`src/rtl/gate_sweep_controller.sv`:
```
// Exhaustive stimulus sweep and self-check for the dual AND-OR gate block:
// drives all 1024 input vectors, waits a settle time, compares against a golden model.
module gate_sweep_controller #(
  parameter int unsigned SETTLE_CYCLES = 2,
  parameter int unsigned ERR_W         = 11
) (
  input  logic             clk,
  input  logic             resetn,
  input  logic             start,
  input  logic             abort,
  output logic             p1_a,
  output logic             p1_b,
  output logic             p1_c,
  output logic             p1_d,
  output logic             p1_e,
  output logic             p1_f,
  output logic             p2_a,
  output logic             p2_b,
  output logic             p2_c,
  output logic             p2_d,
  input  logic             p1_y,
  input  logic             p2_y,
  output logic             busy,
  output logic             done,
  output logic             pass,
  output logic [ERR_W-1:0] err_cnt,
  output logic             fail_seen,
  output logic [9:0]       first_fail_vec
);

  localparam int unsigned CNT_W = (SETTLE_CYCLES > 1) ? $clog2(SETTLE_CYCLES) : 1;

  typedef enum logic [2:0] {
    IDLE,
    DRIVE,
    SETTLE,
    CHECK,
    DONE
  } state_e;

  state_e           state_q;
  logic [9:0]       vec_q;
  logic [CNT_W-1:0] cnt_q;
  logic [ERR_W-1:0] err_q;
  logic [ERR_W-1:0] err_d;
  logic             fail_q;
  logic [9:0]       ffv_q;
  logic             busy_q;
  logic             done_q;
  logic             pass_q;
  logic             exp1;
  logic             exp2;
  logic             mismatch;

  // Golden model evaluated on the vector currently being driven
  always_comb begin
    exp1     = (vec_q[0] & vec_q[1] & vec_q[2]) | (vec_q[3] & vec_q[4] & vec_q[5]);
    exp2     = (vec_q[6] & vec_q[7]) | (vec_q[8] & vec_q[9]);
    mismatch = (p1_y != exp1) || (p2_y != exp2);
    err_d    = err_q;
    if (mismatch && (err_q != '1)) begin
      err_d = err_q + 1'b1;
    end
  end

  always_ff @(posedge clk or negedge resetn) begin
    if (!resetn) begin
      state_q <= IDLE;
      vec_q   <= '0;
      cnt_q   <= '0;
      err_q   <= '0;
      fail_q  <= 1'b0;
      ffv_q   <= '0;
      busy_q  <= 1'b0;
      done_q  <= 1'b0;
      pass_q  <= 1'b0;
    end else if (abort) begin
      // Results and stimulus are kept so an aborted run can still be inspected
      state_q <= IDLE;
      busy_q  <= 1'b0;
      done_q  <= 1'b0;
      pass_q  <= 1'b0;
    end else begin
      case (state_q)
        IDLE, DONE: begin
          if (start) begin
            state_q <= DRIVE;
            vec_q   <= '0;
            err_q   <= '0;
            fail_q  <= 1'b0;
            ffv_q   <= '0;
            busy_q  <= 1'b1;
            done_q  <= 1'b0;
            pass_q  <= 1'b0;
          end
        end
        DRIVE: begin
          cnt_q   <= '0;
          state_q <= SETTLE;
        end
        SETTLE: begin
          cnt_q <= cnt_q + 1'b1;
          if (cnt_q == CNT_W'(SETTLE_CYCLES - 1)) begin
            state_q <= CHECK;
          end
        end
        CHECK: begin
          err_q <= err_d;
          if (mismatch && !fail_q) begin
            fail_q <= 1'b1;
            ffv_q  <= vec_q;
          end
          if (vec_q == 10'h3FF) begin
            state_q <= DONE;
            busy_q  <= 1'b0;
            done_q  <= 1'b1;
            pass_q  <= (err_d == '0);
          end else begin
            vec_q   <= vec_q + 10'd1;
            state_q <= DRIVE;
          end
        end
        default: begin
          state_q <= IDLE;
          busy_q  <= 1'b0;
          done_q  <= 1'b0;
          pass_q  <= 1'b0;
        end
      endcase
    end
  end

  assign {p2_d, p2_c, p2_b, p2_a, p1_f, p1_e, p1_d, p1_c, p1_b, p1_a} = vec_q;
  assign busy           = busy_q;
  assign done           = done_q;
  assign pass           = pass_q;
  assign err_cnt        = err_q;
  assign fail_seen      = fail_q;
  assign first_fail_vec = ffv_q;

endmodule

```
`config.mk`:
```
export PLATFORM = sky130hd
export DESIGN_NAME = gate_sweep_controller
export DESIGN_NICKNAME = d
export VERILOG_FILES = /design/src/rtl/gate_sweep_controller.sv
export SDC_FILE = /design/constraint.sdc
export NUM_CORES = 1
export LEC_CHECK = 0
export ABC_AREA = 1
export BUFFER_PORTS_ARGS = -buffer_cell sky130_fd_sc_hd__buf_2
export CAP_MARGIN = 20
export CELL_PAD_IN_SITES_DETAIL_PLACEMENT = 0
export CELL_PAD_IN_SITES_GLOBAL_PLACEMENT = 2
export CORE_MARGIN = 4
export CORE_UTILIZATION = 34
export CTS_BUF_LIST = sky130_fd_sc_hd__clkbuf_16
export DETAILED_ROUTE_END_ITERATION = 16
export PLACE_DENSITY = 0.83
export REMOVE_ABC_BUFFERS = 1
export SYNTH_ARGS = -nofsm -noshare
export SYNTH_HDL_FRONTEND = slang
export SYNTH_SLANG_ARGS = --single-unit
```
`constraint.sdc`:
```
create_clock -name clk -period 3.5 [get_ports clk]
set_input_delay 0.175 -clock clk [delete_from_list [all_inputs] [get_ports clk]]
set_output_delay 0.175 -clock clk [all_outputs]
set_load 0.02 [all_outputs]
```
==> results of run 1 <==
[Yosys cell counts (2+ instances only)]
cell type	count
nand2_1	77
dfrtp_1	39
nand3_1	36
inv_1	30
nor2_1	18
o21ai_1	15
o21ai_0	14
inv_2	7
a21oi_1	6
xor2_1	5
nand2_2	4
nand2_4	4
nor3_1	4
ha_1	3
nand3_2	3
nor2_4	3
buf_2	2
nand4_1	2
nor3_2	2
[critical path, stage by stage, from the launching register on]
cell and delay [ns]:
dfrtp_1 0.41, ha_1 0.25, ha_1 0.20, inv_1 0.08, nand2_1 0.06, nand2_1 0.07
nand2_2 0.09, nand2_8 0.10, nand3_1 0.31, nand2_1 0.24, nand2_2 0.15, o21ai_1 0.16
[worst min-delay path by stage]
stage	to
final	vec_q[3]$_DFFE_PN0P_
after global routing	first_fail_vec[4]$_DFFE_PN0P_
after CTS	vec_q[3]$_DFFE_PN0P_
after detailed placement	vec_q[3]$_DFFE_PN0P_
after global placement	vec_q[3]$_DFFE_PN0P_
after floorplan	busy$_DFFE_PN0P_
[power breakdown]
group	leakage [nW]	internal (mW)	switching (mW)
Sequential	0.540	0.480	0.0252
Clock	0.0838	0.336	0.195
Combinational	0.759	0.0572	0.144
[kinds of logic after synthesis]
| kind of cell | synth area share |
|---|---|
| compound gates | 0.09281 |
| flops | 0.4387 |
| simple gates | 0.3549 |
| buf+inv | 0.07705 |
| xor+xnor | 0.01968 |
| fa+ha+maj | 0.01687 |
[routing by layer]
metal / track usage / share of wire
met5: 0 / 0
met2: 0.2233 / 0.43
met1: 0.2562 / 0.53
met4: 0.04945 / 0.0088
met3: 0.02304 / 0.029
[layout make-up]
class / instances / area [um2] / area share
multi-input cells: 205 / 1077 / 0.4042
flip-flops and latches: 39 / 975.9 / 0.3662
repair buffers: 41 / 207.7 / 0.07793
inverters: 37 / 138.9 / 0.05211
clock buffers: 5 / 125.1 / 0.04695
well taps: 77 / 96.34 / 0.03615
clock inverters: 3 / 43.79 / 0.01643
[metrics by stage]
step	util	std cells
after floorplan	-	281
after global placement	0.3931	399
after detailed placement	0.3931	399
after CTS	0.4197	407
after global routing	0.4197	407
final	0.4197	407
[registers in the layout (all words and copies together) (netlist names)]
| signal | count |
|---|---|
| busy | 1 |
| cnt_q | 1 |
| done | 1 |
| err_cnt | 11 |
| fail_seen | 1 |
| first_fail_vec | 10 |
| pass | 1 |
| state_q | 3 |
| vec_q | 10 |
==> flow_summary.toml, run 1 <==
[placement]
io_buffers = 40
routabilityCongestion = 0.7986
dpl.hpwl_mm = 4.294
dp_slack_ns = 1.301
place_area_um2 = 2496

[clocking]
path_clk_slew_ns = 0.06
htreeDepth = 2
sink_count_of_the_clock_tree = 39
cts-resized-gates = 0
clockBufferDepth = 2
clockRootBuffer = "clkbuf_16"
post_cts_hold_buffer_count = 0
clock_tree_from_tritoncts = "done"
cts-buffers-inserted = 5
clk-insertion-delay-late_ns = 0.28
post_cts_buffers = 0

[synth]
netlist_top_cells_area = "dfrtp_1 44%, nand2_1 13%, nand3_1 8.1%"
number_of_synthesized_flops_with_an_enable_pin = 0
flip_flop_and_latch_count_after_synthesis = 39
async_set_reset_flop_share_out_of_synthesis = 1.000
yosysUniqueCellTypes = 31
synth_top_cell_by_area = "dfrtp_1"
yosysSeqAreaShare = 0.4387
syn_area_um2 = 2225
yosys.area.top_type_share = 0.4387
synth_ff_type = "dfrtp_1"
avgSynthCellArea_um2 = 7.778
synth_warnings = 0
postSynthCellCount = 286

[worst_setup_path]
crit_path_end_kind = "flip-flop"
ff2ff_path_depth = 11
cp_max_fo = 11
launch_point_of_the_critical_path = "vec_q[0]$_DFFE_PN0P_"
crit_type = "reg2reg"
setup.worst_path.end = "first_fail_vec[7]$_DFFE_PN0P_"
rrSetupSlack_ns = 1.30
rr_endpoint = "first_fail_vec[7]$_DFFE_PN0P_"
cp-start-kind = "flip-flop"
crit_arrival_ns = 2.41
critical_path.reg2reg.startpoint = "vec_q[0]$_DFFE_PN0P_"
crit_required_ns = 3.71

[route]
via_count = 1966
drcViolationCount = 0
ant_nets = 0
initial_drt_markers = 109
drt_wl_total_mm = 5.814
detail_route.wl_per_cell_um = 14.29
drt_pass1_iterations = 4
vias_per_cell = 4.830

[worst_hold_path]
min_path_type = "in2async"

[power_and_ir_drop]
cellPowerDensity_nw_per_um2 = 464.6
lkg_pwr_nw = 1.383
total_power_mw = 1.238
max-vdd-ir-drop_v = 0.0002269

[flow_run]
max-cap-violations = 0

[final_layout]
layout.cells.most_common = "nand2_1"
area_growth_syn_to_layout_pct = 19.80
fillCellCount = 671
proportion_of_layout_cells_with_a_drive_suffix_above_1 = 0.2333
post-route-cell-area_um2 = 2665
most-common-layout-cells = "77 x nand2_1, 40 x buf_2, 39 x dfrtp_1"
final_nets = 338
num_antenna_cells = 0

[timing]
slew_headroom = 0.3874
worst_slew_pin_slew_ns = 0.9189
maxSlewViolCount = 0
setup_ws_ns = 1.304
finalCriticalPeriod_ns = 2.196
finalSetupViolations = 0
post-route-period-util = 0.6275
finalClockSkew_ns = 0.005740
final_hold_slack_ns = 0.02786
totalNegativeSetupSlack_ns = 0
achievable-frequency_ghz = 0.4553
setup_repair_after_global_routing_missed_its_margin = "false"
finalHoldViolations = 0

[die]
die-width_um = 88.89
floorplan.die.height_um = 88.89
placementRows = 29
starting_density_of_the_core = 0.3503
area_of_the_die_um2 = 7901
boundaryPins = 41
floorplan.core_area_um2 = 6350

[global_routing]
vias_in_the_first_global_route = 1840
first_pass_grt_wire_length_mm = 9.749
grt_util_all_layers = 0.1614
globalRouteOverflowTotal = 0
pin_count_of_the_biggest_net_entering_global_routing = 40
number_of_antenna_violations_at_the_first_check_in_global_routing = 0

[status]
outcome = "finished clean"
Note: power is estimated with default switching activity, not from simulation.
==> inputs of run 2 (changes only) <==
--- a/config.mk
+++ b/config.mk
@@ -11,10 +11,10 @@
 export CELL_PAD_IN_SITES_DETAIL_PLACEMENT = 0
 export CELL_PAD_IN_SITES_GLOBAL_PLACEMENT = 2
 export CORE_MARGIN = 4
-export CORE_UTILIZATION = 34
+export CORE_UTILIZATION = 32
 export CTS_BUF_LIST = sky130_fd_sc_hd__clkbuf_16
 export DETAILED_ROUTE_END_ITERATION = 16
-export PLACE_DENSITY = 0.83
+export PLACE_DENSITY = 0.79
 export REMOVE_ABC_BUFFERS = 1
 export SYNTH_ARGS = -nofsm -noshare
 export SYNTH_HDL_FRONTEND = slang
==> constraint.sdc (replaced) <==
create_clock -name clk -period 2.25 [get_ports clk]
set_input_delay 0.1125 -clock clk [delete_from_list [all_inputs] [get_ports clk]]
set_output_delay 0.1125 -clock clk [all_outputs]
set_load 0.02 [all_outputs]
==> run 2 against run 1 <==
Compared with the run above:
- the run now ends with hold timing left
- worst setup slack got worse by 0.98 ns
- die area increased by 5.7%
- global-route usage is 1.5 points lower
- hold slack lost 0.071 ns
- fmax rose by 14%
- power rose by 46%
- register-to-register slack got worse by 0.98 ns
- critical endpoint is now pass$_DFFE_PN0P_
==> flow_summary.toml, run 2 (synthesized netlist as in run 1, its figures left out) <==
[status]
outcome = "finished with violations"
violations_in_the_final_reports = "hold timing"

[worst_setup_path]
cpPeakStageDelay_ns = 0.42
rrSetupSlack_ns = 0.33
critical_path.top_delay_family = "simple AND/OR/NAND/NOR gates"
path_buf_inv = 1
cp-start-kind = "flip-flop"
crit_path_cell_trace = "ha_1 > ha_1 > inv_1 > nand2_1 > nand2_1 > nand2_2 > nand2_8 > nand2_4 > nand2_1 > nand2_1 > nor2_1 > nand2_1 > nor2_1 > nand2_1 > nand2_1"
crit_path_end_kind = "flip-flop"
rr_endpoint = "pass$_DFFE_PN0P_"
critical_path.reg2reg.startpoint = "vec_q[0]$_DFFE_PN0P_"
crit_type = "reg2reg"
path_common_cell = "nand2_1"
ff2ff_path_depth = 15
crit_arrival_ns = 2.14
critPathSlowestCell = "dfrtp_1"
crit_required_ns = 2.47
cp_max_fo = 12

[power_and_ir_drop]
power.net_switching_uw = 551.1
lkg_pwr_nw = 1.390
share_clk_of_total_power = 0.381
cellPowerDensity_nw_per_um2 = 675.7
p_int_mw = 1.254
seq_power_share = 0.430
power_switching_share = 0.3053
max-vdd-ir-drop_v = 0.0002696
combinationalPowerShare = 0.189

[global_routing]
pin_count_of_the_biggest_net_entering_global_routing = 40
number_of_antenna_violations_at_the_first_check_in_global_routing = 0
first_pass_grt_wire_length_mm = 9.949
globalRouteOverflowTotal = 0
grt_util_all_layers = 0.1468
vias_in_the_first_global_route = 2026

[timing]
setup_repair_after_global_routing_missed_its_margin = "false"
slew_headroom = 0.4052
worst_slew_pin_slew_ns = 0.8922
finalCriticalPeriod_ns = 1.921
totalNegativeSetupSlack_ns = 0
finalSetupViolations = 0
finalClockSkew_ns = 0.005007
maxSlewViolCount = 0
finalHoldViolations = 39
achievable-frequency_ghz = 0.5204
final_hold_slack_ns = -0.04311
post-route-period-util = 0.8540

[die]
area_of_the_die_um2 = 8350
floorplan.core_area_um2 = 6756
floorplan.die.height_um = 91.38
die-width_um = 91.38
starting_density_of_the_core = 0.3293
placementRows = 30
boundaryPins = 41

[final_layout]
final_nets = 342
largest_register_ff_count = 11
layout.cells.most_common = "nand2_1"
num_antenna_cells = 0
post-route-cell-area_um2 = 2671
proportion_of_layout_cells_with_a_drive_suffix_above_1 = 0.2395
area_growth_syn_to_layout_pct = 20.08
most-common-layout-cells = "77 x nand2_1, 40 x buf_2, 39 x dfrtp_1"
finalNonFillerCells = 414

[worst_hold_path]
min_path_type = "in2async"

[clocking]
cts-resized-gates = 0
cts-buffers-inserted = 5
path_clk_slew_ns = 0.06
clock_tree_from_tritoncts = "done"
clockRootBuffer = "clkbuf_16"
htreeDepth = 2
post_cts_hold_buffer_count = 0
post_cts_buffers = 0
sink_count_of_the_clock_tree = 39
clk-insertion-delay-late_ns = 0.28
clockBufferDepth = 2

[route]
initial_drt_markers = 53
ant_nets = 0
via_count = 1973
drcViolationCount = 0
vias_per_cell = 4.766
detail_route.wl_per_cell_um = 13.64
drt_wl_total_mm = 5.646
drt_pass1_iterations = 4

[placement]
io_buffers = 40
numPlacedInstances = 406
routabilityCongestion = 0.7995
dpl.hpwl_mm = 4.221
place_area_um2 = 2530

[flow_run]
max-cap-violations = 0
[run 2: changes by cell type in the layout (fill, tap and decap cells not counted)]
cell        previous run  this run
inv_1                 30        31
buf_4                  1         5
clkinv_4               1         0
clkinvlp_4             0         1
bufinv_16              1         0
[run 2: through the flow]
step / total power [mW] / setup WS, ns / util
CTS: 1.831 / 0.3140 / 0.3954
global placement: 1.133 / 0.3619 / 0.3744
global route: 1.914 / 0.06737 / 0.3954
detailed placement: 1.135 / 0.3311 / 0.3744
floorplan: 1.000 / 0.2033 / -
finish: 1.805 / 0.3285 / 0.3954
[run 2: power groups by stage]
| stage | sequential, mW | clock, mW | combinational [mW] |
|---|---|---|---|
| final | 0.777 | 0.688 | 0.340 |
| after global routing | 0.783 | 0.734 | 0.397 |
| after CTS | 0.777 | 0.707 | 0.347 |
| after detailed placement | 0.790 | 0 | 0.345 |
| after global placement | 0.787 | 0 | 0.345 |
| after floorplan | 0.827 | 0 | 0.173 |
[run 2: how the worst max path moves through the flow]
stage | from | to | slack, ns | cells after the start
after detailed placement | vec_q[0]$_DFFE_PN0P_ | pass$_DFFE_PN0P_ | 0.33 | 15
after floorplan | state_q[1]$_DFFE_PN0P_ | first_fail_vec[0]$_DFFE_PN0P_ | 0.20 | 7
after global routing | vec_q[0]$_DFFE_PN0P_ | pass$_DFFE_PN0P_ | 0.07 | 15
after CTS | vec_q[0]$_DFFE_PN0P_ | pass$_DFFE_PN0P_ | 0.31 | 15
after global placement | vec_q[0]$_DFFE_PN0P_ | pass$_DFFE_PN0P_ | 0.36 | 15
final | vec_q[0]$_DFFE_PN0P_ | pass$_DFFE_PN0P_ | 0.33 | 15
[run 2: layout make-up]
type	instances	area (um2)
fill	724	4085
clock inverter	3	16.27
inverter	37	138.9
timing repair buffer	45	237.7
multi-input combinational	205	1077
tap	80	100.1
clock buffer	5	125.1
sequential	39	975.9
[run 2: metal layers]
metal | part of all wire | vias to the layer above | routed length (um) | GRT usage
li1 | - | 1021 | - | -
met1 | 0.50 | 921 | 2846 | 0.2057
met2 | 0.45 | 25 | 2566 | 0.2282
met3 | 0.029 | 6 | 164 | 0.03065
met4 | 0.012 | 0 | 68 | 0.04020
met5 | 0 | - | 0 | 0
==> inputs of run 3 (changes only) <==
--- a/config.mk
+++ b/config.mk
@@ -11,10 +11,10 @@
 export CELL_PAD_IN_SITES_DETAIL_PLACEMENT = 0
 export CELL_PAD_IN_SITES_GLOBAL_PLACEMENT = 2
 export CORE_MARGIN = 4
-export CORE_UTILIZATION = 32
+export CORE_UTILIZATION = 34
 export CTS_BUF_LIST = sky130_fd_sc_hd__clkbuf_16
 export DETAILED_ROUTE_END_ITERATION = 16
-export PLACE_DENSITY = 0.79
+export PLACE_DENSITY = 0.83
 export REMOVE_ABC_BUFFERS = 1
 export SYNTH_ARGS = -nofsm -noshare
 export SYNTH_HDL_FRONTEND = slang
==> constraint.sdc (replaced) <==
create_clock -name clk -period 2.3 [get_ports clk]
set_input_delay 0.115 -clock clk [delete_from_list [all_inputs] [get_ports clk]]
set_output_delay 0.115 -clock clk [all_outputs]
set_load 0.05 [all_outputs]
==> run 3 against run 2 <==
Compared with the run above:
- the run still ends with hold timing left
- design area decreased by 0.98%
- hold slack better by 0.0055 ns
- sequential share of layout area rose by 0.36 points
- worst setup slack improved by 0.041 ns
- non-clock buffer count decreased by 2
- count of clock-buffer cells in the layout unchanged
- flip-flop and latch count unchanged
- register-to-register slack improved by 0.04 ns
- sequential power decreased by 1%
- core utilization grew 2.1 points
- routed wire length up 1.6%
- power decreased by 0.19%
- critical endpoint unchanged
- largest cell class unchanged
- highest routed layer unchanged
==> flow_summary.toml, run 3 (synthesized netlist as in run 1, its figures left out) <==
[status]
outcome = "finished with violations"
violations_in_the_final_reports = "hold timing"

[timing]
post-route-period-util = 0.8392
slew_headroom = 0.4069
worst_slew_pin_slew_ns = 0.8897
finalHoldViolations = 39
finalCriticalPeriod_ns = 1.930
final_hold_slack_ns = -0.03756
finalSetupViolations = 0
setup_repair_after_global_routing_missed_its_margin = "false"
setup_ws_ns = 0.3698
totalNegativeSetupSlack_ns = 0
finalClockSkew_ns = 0.004210
maxSlewViolCount = 0
achievable-frequency_ghz = 0.5181

[clocking]
sink_count_of_the_clock_tree = 39
clock_tree_from_tritoncts = "done"
cts-buffers-inserted = 5
clockBufferDepth = 2
post_cts_hold_buffer_count = 0
htreeDepth = 2
clockRootBuffer = "clkbuf_16"
path_clk_slew_ns = 0.06
clk-insertion-delay-late_ns = 0.28
cts-resized-gates = 0
post_cts_buffers = 0

[route]
vias_per_cell = 4.821
uppermost_metal_layer_occupied_by_signal_nets = "met4"
initial_drt_markers = 97
drt_wl_total_mm = 5.739
met3RoutedLength_um = 219
detail_route.wl_per_cell_um = 14.07
ant_nets = 0
drt_pass1_iterations = 4
wl_on_met1_mm = 2.955
dr_wl_met2_mm = 2.504
via_count = 1967
drcViolationCount = 0

[worst_setup_path]
crit_arrival_ns = 2.15
cp-start-kind = "flip-flop"
cp_max_fo = 12
crit_path_end_kind = "flip-flop"
crit_required_ns = 2.52
crit_type = "reg2reg"

[die]
placementRows = 29
area_of_the_die_um2 = 7901
starting_density_of_the_core = 0.3503
die-width_um = 88.89
boundaryPins = 41
floorplan.die.height_um = 88.89
floorplan.core_area_um2 = 6350

[global_routing]
first_pass_grt_wire_length_mm = 9.749
globalRouteOverflowTotal = 0
pin_count_of_the_biggest_net_entering_global_routing = 40
grt_util_all_layers = 0.1594
vias_in_the_first_global_route = 1920
number_of_antenna_violations_at_the_first_check_in_global_routing = 0

[placement]
dpl.hpwl_mm = 4.288
dp_slack_ns = 0.3660
routabilityCongestion = 0.8655
io_buffers = 40

[final_layout]
fillCellCount = 651
largest_register_ff_count = 11
proportion_of_layout_cells_with_a_drive_suffix_above_1 = 0.2326
area_growth_syn_to_layout_pct = 18.90
most-common-layout-cells = "77 x nand2_1, 40 x buf_2, 39 x dfrtp_1"
num_antenna_cells = 0
final_nets = 340
layout.cells.most_common = "nand2_1"

[power_and_ir_drop]
max-vdd-ir-drop_v = 0.0003399
total_power_mw = 1.802
cellPowerDensity_nw_per_um2 = 681.1
lkg_pwr_nw = 1.376

[worst_hold_path]
min_path_type = "in2async"

[flow_run]
max-cap-violations = 0
-- run 3: cell count changes in the layout (fill, tap and decap cells not counted), sizes merged --
cell	previous run	this run
buf	45	43
clkinv	1	2
clkinvlp	1	0
inv	38	37
-- run 3: per-layer routing --
layer	global-route usage	vias to the layer above
met3	0.02765	5
met1	0.2319	916
li1	-	1009
met4	0.04670	0
met5	0	-
met2	0.2429	37
-- run 3: report_power, final --
part           switching (mW)  internal, mW
Clock                   0.267         0.390
Combinational           0.286        0.0913
Sequential             0.0376         0.730
-- run 3: metrics by stage --
| stage | instance area, um2 | hold WS, ns | util | std cells |
|---|---|---|---|---|
| floorplan | 2192 | -0.1806 | - | 281 |
| global placement | 2511 | 0.3000 | 0.3955 | 401 |
| detailed placement | 2511 | 0.3015 | 0.3955 | 401 |
| CTS | 2645 | 0.0005714 | 0.4166 | 408 |
| global route | 2645 | 0.04667 | 0.4166 | 408 |
| finish | 2645 | -0.03756 | 0.4166 | 408 |
-- run 3: critical path, cell delays in order, from the launching register on --
cell,delay (ns)
dfrtp_1,0.42
ha_1,0.25
ha_1,0.18
inv_1,0.08
nand2_1,0.06
nand2_1,0.07
nand2_2,0.08
nand2_8,0.10
nand2_4,0.11
nand2_1,0.08
nand2_1,0.07
nor2_1,0.10
nand2_1,0.06
nor2_1,0.10
nand2_1,0.06
nand2_1,0.05
-- run 3: layout make-up --
class | instances | area, um2 | area share
Clock buffer | 5 | 125.1 | 0.04730
Clock inverter | 2 | 8.758 | 0.003311
Inverter | 37 | 138.9 | 0.05251
Multi-Input combinational cell | 205 | 1077 | 0.4073
Sequential cell | 39 | 975.9 | 0.3690
Tap cell | 77 | 96.34 | 0.03642
Timing Repair Buffer | 43 | 222.7 | 0.08420
-- run 3: worst paths after layout --
path	from	end	slack, ns	cells after the start
min	resetn	first_fail_vec[0]$_DFFE_PN0P_	-0.04	1
max in group asynchronous	resetn	err_cnt[6]$_DFFE_PN0P_	1.79	1
min reg2reg	busy$_DFFE_PN0P_	busy$_DFFE_PN0P_	0.47	2
min in group clk	abort	state_q[0]$_DFFE_PN0P_	0.05	2
max	vec_q[0]$_DFFE_PN0P_	pass$_DFFE_PN0P_	0.37	15
max reg2reg	vec_q[0]$_DFFE_PN0P_	pass$_DFFE_PN0P_	0.37	15
